[config.mk]
export PLATFORM = sky130hd
export DESIGN_NAME = instr_fetch_unit
export DESIGN_NICKNAME = d
export VERILOG_FILES = /design/src/rtl/instr_fetch_unit.sv
export SDC_FILE = /design/constraint.sdc
export NUM_CORES = 1
export LEC_CHECK = 0
export ABC_CLOCK_PERIOD_IN_PS = 8100
export CORE_MARGIN = 1
export CORE_UTILIZATION = 53
export CTS_CLUSTER_DIAMETER = 100
export DETAILED_ROUTE_END_ITERATION = 12
export GPL_ROUTABILITY_DRIVEN = 0
export PLACE_DENSITY = 0.8
export SLEW_MARGIN = 10
export SYNTH_ARGS = -nofsm -noshare
export SYNTH_HDL_FRONTEND = slang
export SYNTH_SLANG_ARGS = --single-unit
[constraint.sdc]
create_clock -name clk -period 8.1 [get_ports clk]
set_input_delay 1.62 -clock clk [delete_from_list [all_inputs] [get_ports clk]]
set_output_delay 1.62 -clock clk [all_outputs]
set_load 0.01 [all_outputs]
[src/rtl/instr_fetch_unit.sv]
// Instruction fetch unit: issues word-aligned fetches to instruction memory under a credit
// limit, buffers returned words with their addresses in a small FIFO for decode, and
// discards responses belonging to requests issued before a redirect.
//
// Ports:
//   clk, rst                        clock, synchronous active-high reset
//   imem_req_valid/addr/ready       fetch request channel (request need not be held)
//   imem_rsp_valid/data             in-order fetch responses, >= 1 cycle after acceptance
//   redirect_valid/pc               one-cycle branch/jump redirect
//   instr_valid/instr/instr_pc      instruction presented to decode
//   instr_ready                     decode consumes the presented instruction
module instr_fetch_unit #(
  parameter logic [63:0] RESET_PC = 64'h0,
  parameter int unsigned DEPTH    = 2
) (
  input  logic        clk,
  input  logic        rst,
  output logic        imem_req_valid,
  output logic [63:0] imem_req_addr,
  input  logic        imem_req_ready,
  input  logic        imem_rsp_valid,
  input  logic [31:0] imem_rsp_data,
  input  logic        redirect_valid,
  input  logic [63:0] redirect_pc,
  output logic        instr_valid,
  output logic [31:0] instr,
  output logic [63:0] instr_pc,
  input  logic        instr_ready
);

  localparam int unsigned PW = (DEPTH > 1) ? $clog2(DEPTH) : 1;
  localparam int unsigned CW = $clog2(DEPTH + 1);
  localparam int unsigned SW = CW + 2;

  typedef enum logic [0:0] {StRun, StDrain} state_e;

  state_e        state_q, state_d;
  logic [63:0]   pc_q, pc_d;
  logic [CW-1:0] count_q, count_d;
  logic [CW-1:0] live_q, live_d;
  logic [CW-1:0] drop_q, drop_d;

  logic [31:0]   fifo_word_q [DEPTH];
  logic [63:0]   fifo_pc_q   [DEPTH];
  logic [PW-1:0] head_q, tail_q;

  // Addresses of outstanding requests, oldest first; paired with responses as they return.
  logic [63:0]   pend_q [DEPTH];
  logic [PW-1:0] pend_head_q, pend_tail_q;

  logic          accept, push, pop, rsp_live;
  logic [SW-1:0] in_flight;

  function automatic logic [PW-1:0] ptr_inc(input logic [PW-1:0] p);
    return (p == PW'(DEPTH - 1)) ? '0 : p + 1'b1;
  endfunction

  // Every outstanding request and every buffered word holds one FIFO slot, so a returning
  // response can never find the FIFO full.
  assign in_flight      = SW'(live_q) + SW'(drop_q) + SW'(count_q);
  assign imem_req_valid = !rst && !redirect_valid && (in_flight < SW'(DEPTH));
  assign imem_req_addr  = pc_q;
  assign accept         = imem_req_valid && imem_req_ready;

  assign rsp_live = imem_rsp_valid && (drop_q == '0);
  assign push     = rsp_live && !redirect_valid;

  assign instr_valid = !rst && (count_q != '0);
  assign instr       = instr_valid ? fifo_word_q[head_q] : '0;
  assign instr_pc    = instr_valid ? fifo_pc_q[head_q] : '0;
  assign pop         = instr_valid && instr_ready;

  always_comb begin
    pc_d    = pc_q;
    count_d = count_q;
    live_d  = live_q;
    drop_d  = drop_q;
    if (redirect_valid) begin
      pc_d    = redirect_pc & ~64'h3;
      count_d = '0;
      live_d  = '0;
      // Whichever class the same-cycle response belonged to, it is retired now.
      drop_d  = drop_q + live_q - CW'(imem_rsp_valid);
    end else begin
      if (accept) pc_d = pc_q + 64'd4;
      live_d  = live_q + CW'(accept) - CW'(rsp_live);
      drop_d  = drop_q - CW'(imem_rsp_valid && (drop_q != '0));
      count_d = count_q + CW'(push) - CW'(pop);
    end
  end

  always_comb begin
    state_d = state_q;
    unique case (state_q)
      StRun:   if (redirect_valid && (drop_d != '0)) state_d = StDrain;
      StDrain: if (!redirect_valid && (drop_d == '0)) state_d = StRun;
      default: state_d = StRun;
    endcase
  end

  always_ff @(posedge clk) begin
    if (rst) begin
      state_q     <= StRun;
      pc_q        <= RESET_PC;
      count_q     <= '0;
      live_q      <= '0;
      drop_q      <= '0;
      head_q      <= '0;
      tail_q      <= '0;
      pend_head_q <= '0;
      pend_tail_q <= '0;
    end else begin
      state_q <= state_d;
      pc_q    <= pc_d;
      count_q <= count_d;
      live_q  <= live_d;
      drop_q  <= drop_d;
      if (redirect_valid) begin
        head_q <= '0;
        tail_q <= '0;
      end else begin
        if (push) tail_q <= ptr_inc(tail_q);
        if (pop)  head_q <= ptr_inc(head_q);
      end
      if (accept)         pend_tail_q <= ptr_inc(pend_tail_q);
      if (imem_rsp_valid) pend_head_q <= ptr_inc(pend_head_q);
    end
  end

  // Storage arrays carry no reset; validity is tracked by the pointers and counters.
  always_ff @(posedge clk) begin
    if (!rst && push) begin
      fifo_word_q[tail_q] <= imem_rsp_data;
      fifo_pc_q[tail_q]   <= pend_q[pend_head_q];
    end
    if (!rst && accept) begin
      pend_q[pend_tail_q] <= pc_q;
    end
  end

  // Overflow is unreachable while the credit rule holds.
  assert property (@(posedge clk) disable iff (rst) !(push && !pop && (count_q == CW'(DEPTH))))
    else $error("instr_fetch_unit: instruction FIFO overflow");

endmodule

# == After elaboration in Yosys (flattened, before gate mapping) ==
# Memory sizes are Yosys's and may differ from the RTL's. A register that Yosys moved wholly into a read port is not among the register bits.
# Cells that the tools add are included.
# totals
regBits,74
mem_bits_rw,320
input_bits,102
out_inout_bits,162
mem_count,3
# mem_list
memory,depth,width,read_ports,rd_clocked_by_memory_dff,write_ports,line,rtl
fifo_pc_q,2,64,1,1,1,44,logic [63:0] fifo_pc_q [DEPTH];
pend_q,2,64,1,1,1,48,logic [63:0] pend_q [DEPTH];
fifo_word_q,2,32,1,1,1,43,logic [31:0] fifo_word_q [DEPTH];
# classes
n_addsub,14
n_lt_le_gt_ge,1
n_mux,19
reduce_logical,17
# ops
op,count
two-way mux 64 bit,3
adder 64 x 3 -> 64 bit (second input constant),1
two-way mux 32 bit,1
two-way mux 1 bit,14
logical AND 1 bit,10
subtractor 2 x 1 -> 2 bit,4
nonzero test 2 bit,3
adder 1 bit (second input constant),4
adder 2 x 1 -> 2 bit,2
adder 3 x 2 -> 4 bit,1
less-than comparator 4 x 2 -> 1 bit (second input constant),1
adder 2 x 2 -> 3 bit,1
adder 2 bit,1
logical NOT 1 bit,2
logical NOT 2 bit,1
two-way mux 2 bit,1
OR reduction 2 bit,1

# == Depth between registers and ports, before layout ==
# logic_depth
word_depth,8
depth_mapped,15

# == Least setup slack after synthesis ==
# No wires, ideal clock.
# synth_timing
kind,input -> register
from,in rst
to,mem fifo_pc_q[0][10] (enable)
setup_time_ns,0.547
arrival_time_ns,5.967
required_ns,7.553
setup_slack_ns,1.586
stages,4
n_path_buf,1
path_cell_list,nor2_1 clkbuf_1 nand2_1 nor2_1
# synth_between
elab_chain_cells,4
# synth_lines
element,line,rtl
"start, declared",17,"input logic rst,"
logical NOT 1 bit,132,if (!rst && push) begin
logical AND 1 bit,132,
two-way mux 1 bit,132,
two-way mux 1 bit (not written as such),134,fifo_pc_q[tail_q] <= pend_q[pend_head_q];
"end, declared",44,
# No other way between the ends.

# == Worst setup path after layout ==
# layout_timing
from,in rst
to,out imem_req_valid
# layout_between
elab_chain_cells,3
# layout_lines
element,line,rtl
logical NOT 1 bit,61,assign imem_req_valid = !rst && !redirect_valid && (in_flight < SW'(DEPTH));
logical AND 1 bit (2 in a row),61,
"end, declared",18,"output logic imem_req_valid,"
# No other way between the ends.

==> impl_metrics.toml <==
[floorplanning]
io-pin-count = 264
core_um2 = 29600
rows = 63
die_x_um = 175
fp.dieH_um = 175
initial_core_util = 0.538
dieArea_um2 = 30700

[timing]
slew_headroom = 0.236
fmax_mhz = 198
finalCriticalPeriod_ns = 5.05
fin_crit_sh = 0.624
rsz0062_at_grt = "no"
worstMarginPinSlew_ns = 1.14
worst_slack_ns = 3.05
drv_slew = 0
finClkSkew_ns = 0.00956
hold_slack_ns = 0.519
finalHoldViolCount = 0
tns_ns = 0
setup_viol = 0

[synthesis]
synth-simple-area-share = 0.115
synth_xor_area_frac = 0.0176
ys.flop_type = "edfxtp_1"
synth_compound_area_frac = 0.0431
synth-seq-cells = 386
ys_warn_count = 0
synth_top_family_by_area = "simple AND/OR/NAND/NOR gates"
synthMuxAreaShare = 0.112
yosysSeqAreaShare = 0.683
synth_cell_types = 56
synth_area_per_cell_um2 = 13.6
syn_area_um2 = 15900
synthAdderAreaFrac = 0.00913
synthCells = 1166
synth_edf_count = 312
ys_async_sr_fraction = 0

[worst_setup_path]
cp_slowest_cell = "clkdlybuf4s50_1"
crit_type = "primary input to primary output"
worstPathCellList = "buf_2 > buf_4 > or2_1 > nor4b_1 > clkdlybuf4s50_1"
end_kind = "primary output"
path_delay_family = "buffers and inverters"
cp-start-kind = "primary input"
worstPathRequired_ns = 6.48
worst-path-buf-inv = 3
max_stage_delay_ns = 0.60
arrival_ns = 3.43
cp_max_fo = 69

[global_routing]
grt_usage = 0.256
first_global_vias = 10500
grt_pass1_wl_mm = 60.1
overflow = 0
grt_max_degree = 70
antenna_found_initial = 0

[clock_tree]
cts-htree-levels = 2
cts-root-buf = "clkbuf_16"
clk_latency_ns = 0.52
hold_buffers = 0
clk_pin_slew_ns = 0.06
ctsResizeCount = 0
max-clock-path-buffers = 3
cts_buffers = 39
tritoncts = "built"
cts_num_sinks = 386
cts_setup_buffers = 0

[placed_design]
io_buffers = 257
dp_worst_setup_slack_ns = 2.78
dp_hpwl_mm = 25.2

[final_layout]
nets = 1530
drive_gt1_frac = 0.0994
diodes = 0
syn_to_final_growth_pct = 26.0

[drt]
wl_met2_mm = 19.2
drc = 0
firstDrtPassIters = 5
wirelength_mm = 39.5
wl_met1_mm = 16.0
drt-initial-drc-count = 876
via_count = 10700
wl_per_cell_um = 21.5
viasPerCell = 5.82
highest_layer = "met4"
ant_nets = 0
wl_met3_mm = 2.96

[pwr]
power_density_nw_per_um2 = 222
p_total_mw = 4.44
vdd_drop_max_v = 0.000178
p_leak_nw = 6.49

[run]
maxCapViolCount = 0

[hold_path]
hp-class = "flop to flop"

[status]
status = "complete, no violations"
sequential cells by signal, summed over array words and instances (netlist names), 2 cells and up, named ones only:
signal	flops
imem_req_addr	62
drop_q	2
live_q	2
count_q	2
fifo_pc_q	124
pend_q	124
fifo_word_q	64
final timing paths:
check	startpoint	to	slack, ns	cells after the start
setup / recovery	rst	imem_req_valid	3.05	5
hold / removal	imem_req_addr[26]	imem_req_addr[26]	0.52	2
setup reg to reg	live_q[1]	pend_q[0][45]	3.47	10
hold reg to reg	imem_req_addr[26]	imem_req_addr[26]	0.52	2
routing by layer:
metal / up-vias / track usage
met5: - / 0
met3: 101 / 0.0461
met1: 5214 / 0.337
met2: 506 / 0.423
li1: 4873 / -
met4: 0 / 0.100
Yosys cell counts, types with 2 or more instances:
library cell | instances | share of area
a32oi_1 | 4 | 0.0022
buf_4 | 4 | 0.0019
or2_2 | 2 | 0.00079
dfxtp_1 | 74 | 0.093
or2_0 | 2 | 0.00079
mux2i_1 | 102 | 0.064
mux2_1 | 5 | 0.0035
o211ai_1 | 7 | 0.0033
a21oi_1 | 37 | 0.012
nand4b_1 | 2 | 0.0011
o311ai_0 | 4 | 0.0022
nor3_1 | 11 | 0.0035
mux2_2 | 63 | 0.045
nand3_1 | 40 | 0.013
nor4b_1 | 5 | 0.0028
or4_1 | 3 | 0.0014
a22oi_1 | 6 | 0.0028
nand2_1 | 65 | 0.015
nand4_1 | 25 | 0.0098
and4_1 | 9 | 0.0050
o21a_1 | 2 | 0.00094
clkbuf_1 | 45 | 0.011
nor4_1 | 13 | 0.0051
a221oi_1 | 5 | 0.0028
xnor2_1 | 17 | 0.0094
a211oi_1 | 9 | 0.0043
and3_1 | 24 | 0.0094
nor2_1 | 154 | 0.036
and2_1 | 6 | 0.0024
or3_1 | 8 | 0.0031
a31oi_1 | 11 | 0.0043
o21ai_1 | 3 | 0.00094
ha_1 | 10 | 0.0079
o21ai_0 | 10 | 0.0031
o22ai_1 | 6 | 0.0024
buf_1 | 14 | 0.0033
inv_1 | 15 | 0.0035
xor2_1 | 15 | 0.0083
edfxtp_1 | 312 | 0.59
cell families after synthesis:
family	Yosys count
flip-flops	386
AND/OR/NAND/NOR	378
multiplexers	170
AO/OA/AOI/OAI	108
buffers and inverters	80
XOR/XNOR	32
adder cells (fa/ha/maj)	11
other	1
through the flow:
step	cell area (µm²)	cells	util
floorplan	15900	1169	-
global placement	18800	1766	0.637
detailed placement	18800	1766	0.637
CTS	20000	1838	0.677
global route	20000	1838	0.677
finish	20000	1838	0.677
worst register-to-register path: cells and delay by family, from the launching register on:
family        cells  cell delay, ns
simple gates      3            1.71
buf+inv           5            1.32
flops             1            0.39
fa+ha+maj         2            0.82
cell usage in the layout (no fill, tap or decap), types with 17 or more instances in the layout:
master             n
and3_1            22
nand2_1           65
clkdlybuf4s50_1  255
clkbuf_16         39
a21oi_1           37
edfxtp_1         312
mux2_2            63
nand3_1           40
nand4_1           25
mux2i_1          102
nor2_1           152
dfxtp_1           72
xnor2_1           17
cell type report:
cell class / instances / area, µm²
clock buffer: 52 / 1020
clock inverter: 20 / 161
fill: 2134 / 9540
inverter: 16 / 60.1
multi-input combinational: 703 / 4760
sequential: 386 / 10900
tap: 390 / 488
timing repair buffer: 271 / 2670
power by group:
group          switching [mW]  leakage, nW  internal (mW)
Clock                   0.725        0.567          0.959
Combinational           0.231         2.46          0.201
Sequential             0.0699         3.46           2.26
No activity file was read; power rests on OpenSTA's default activity.
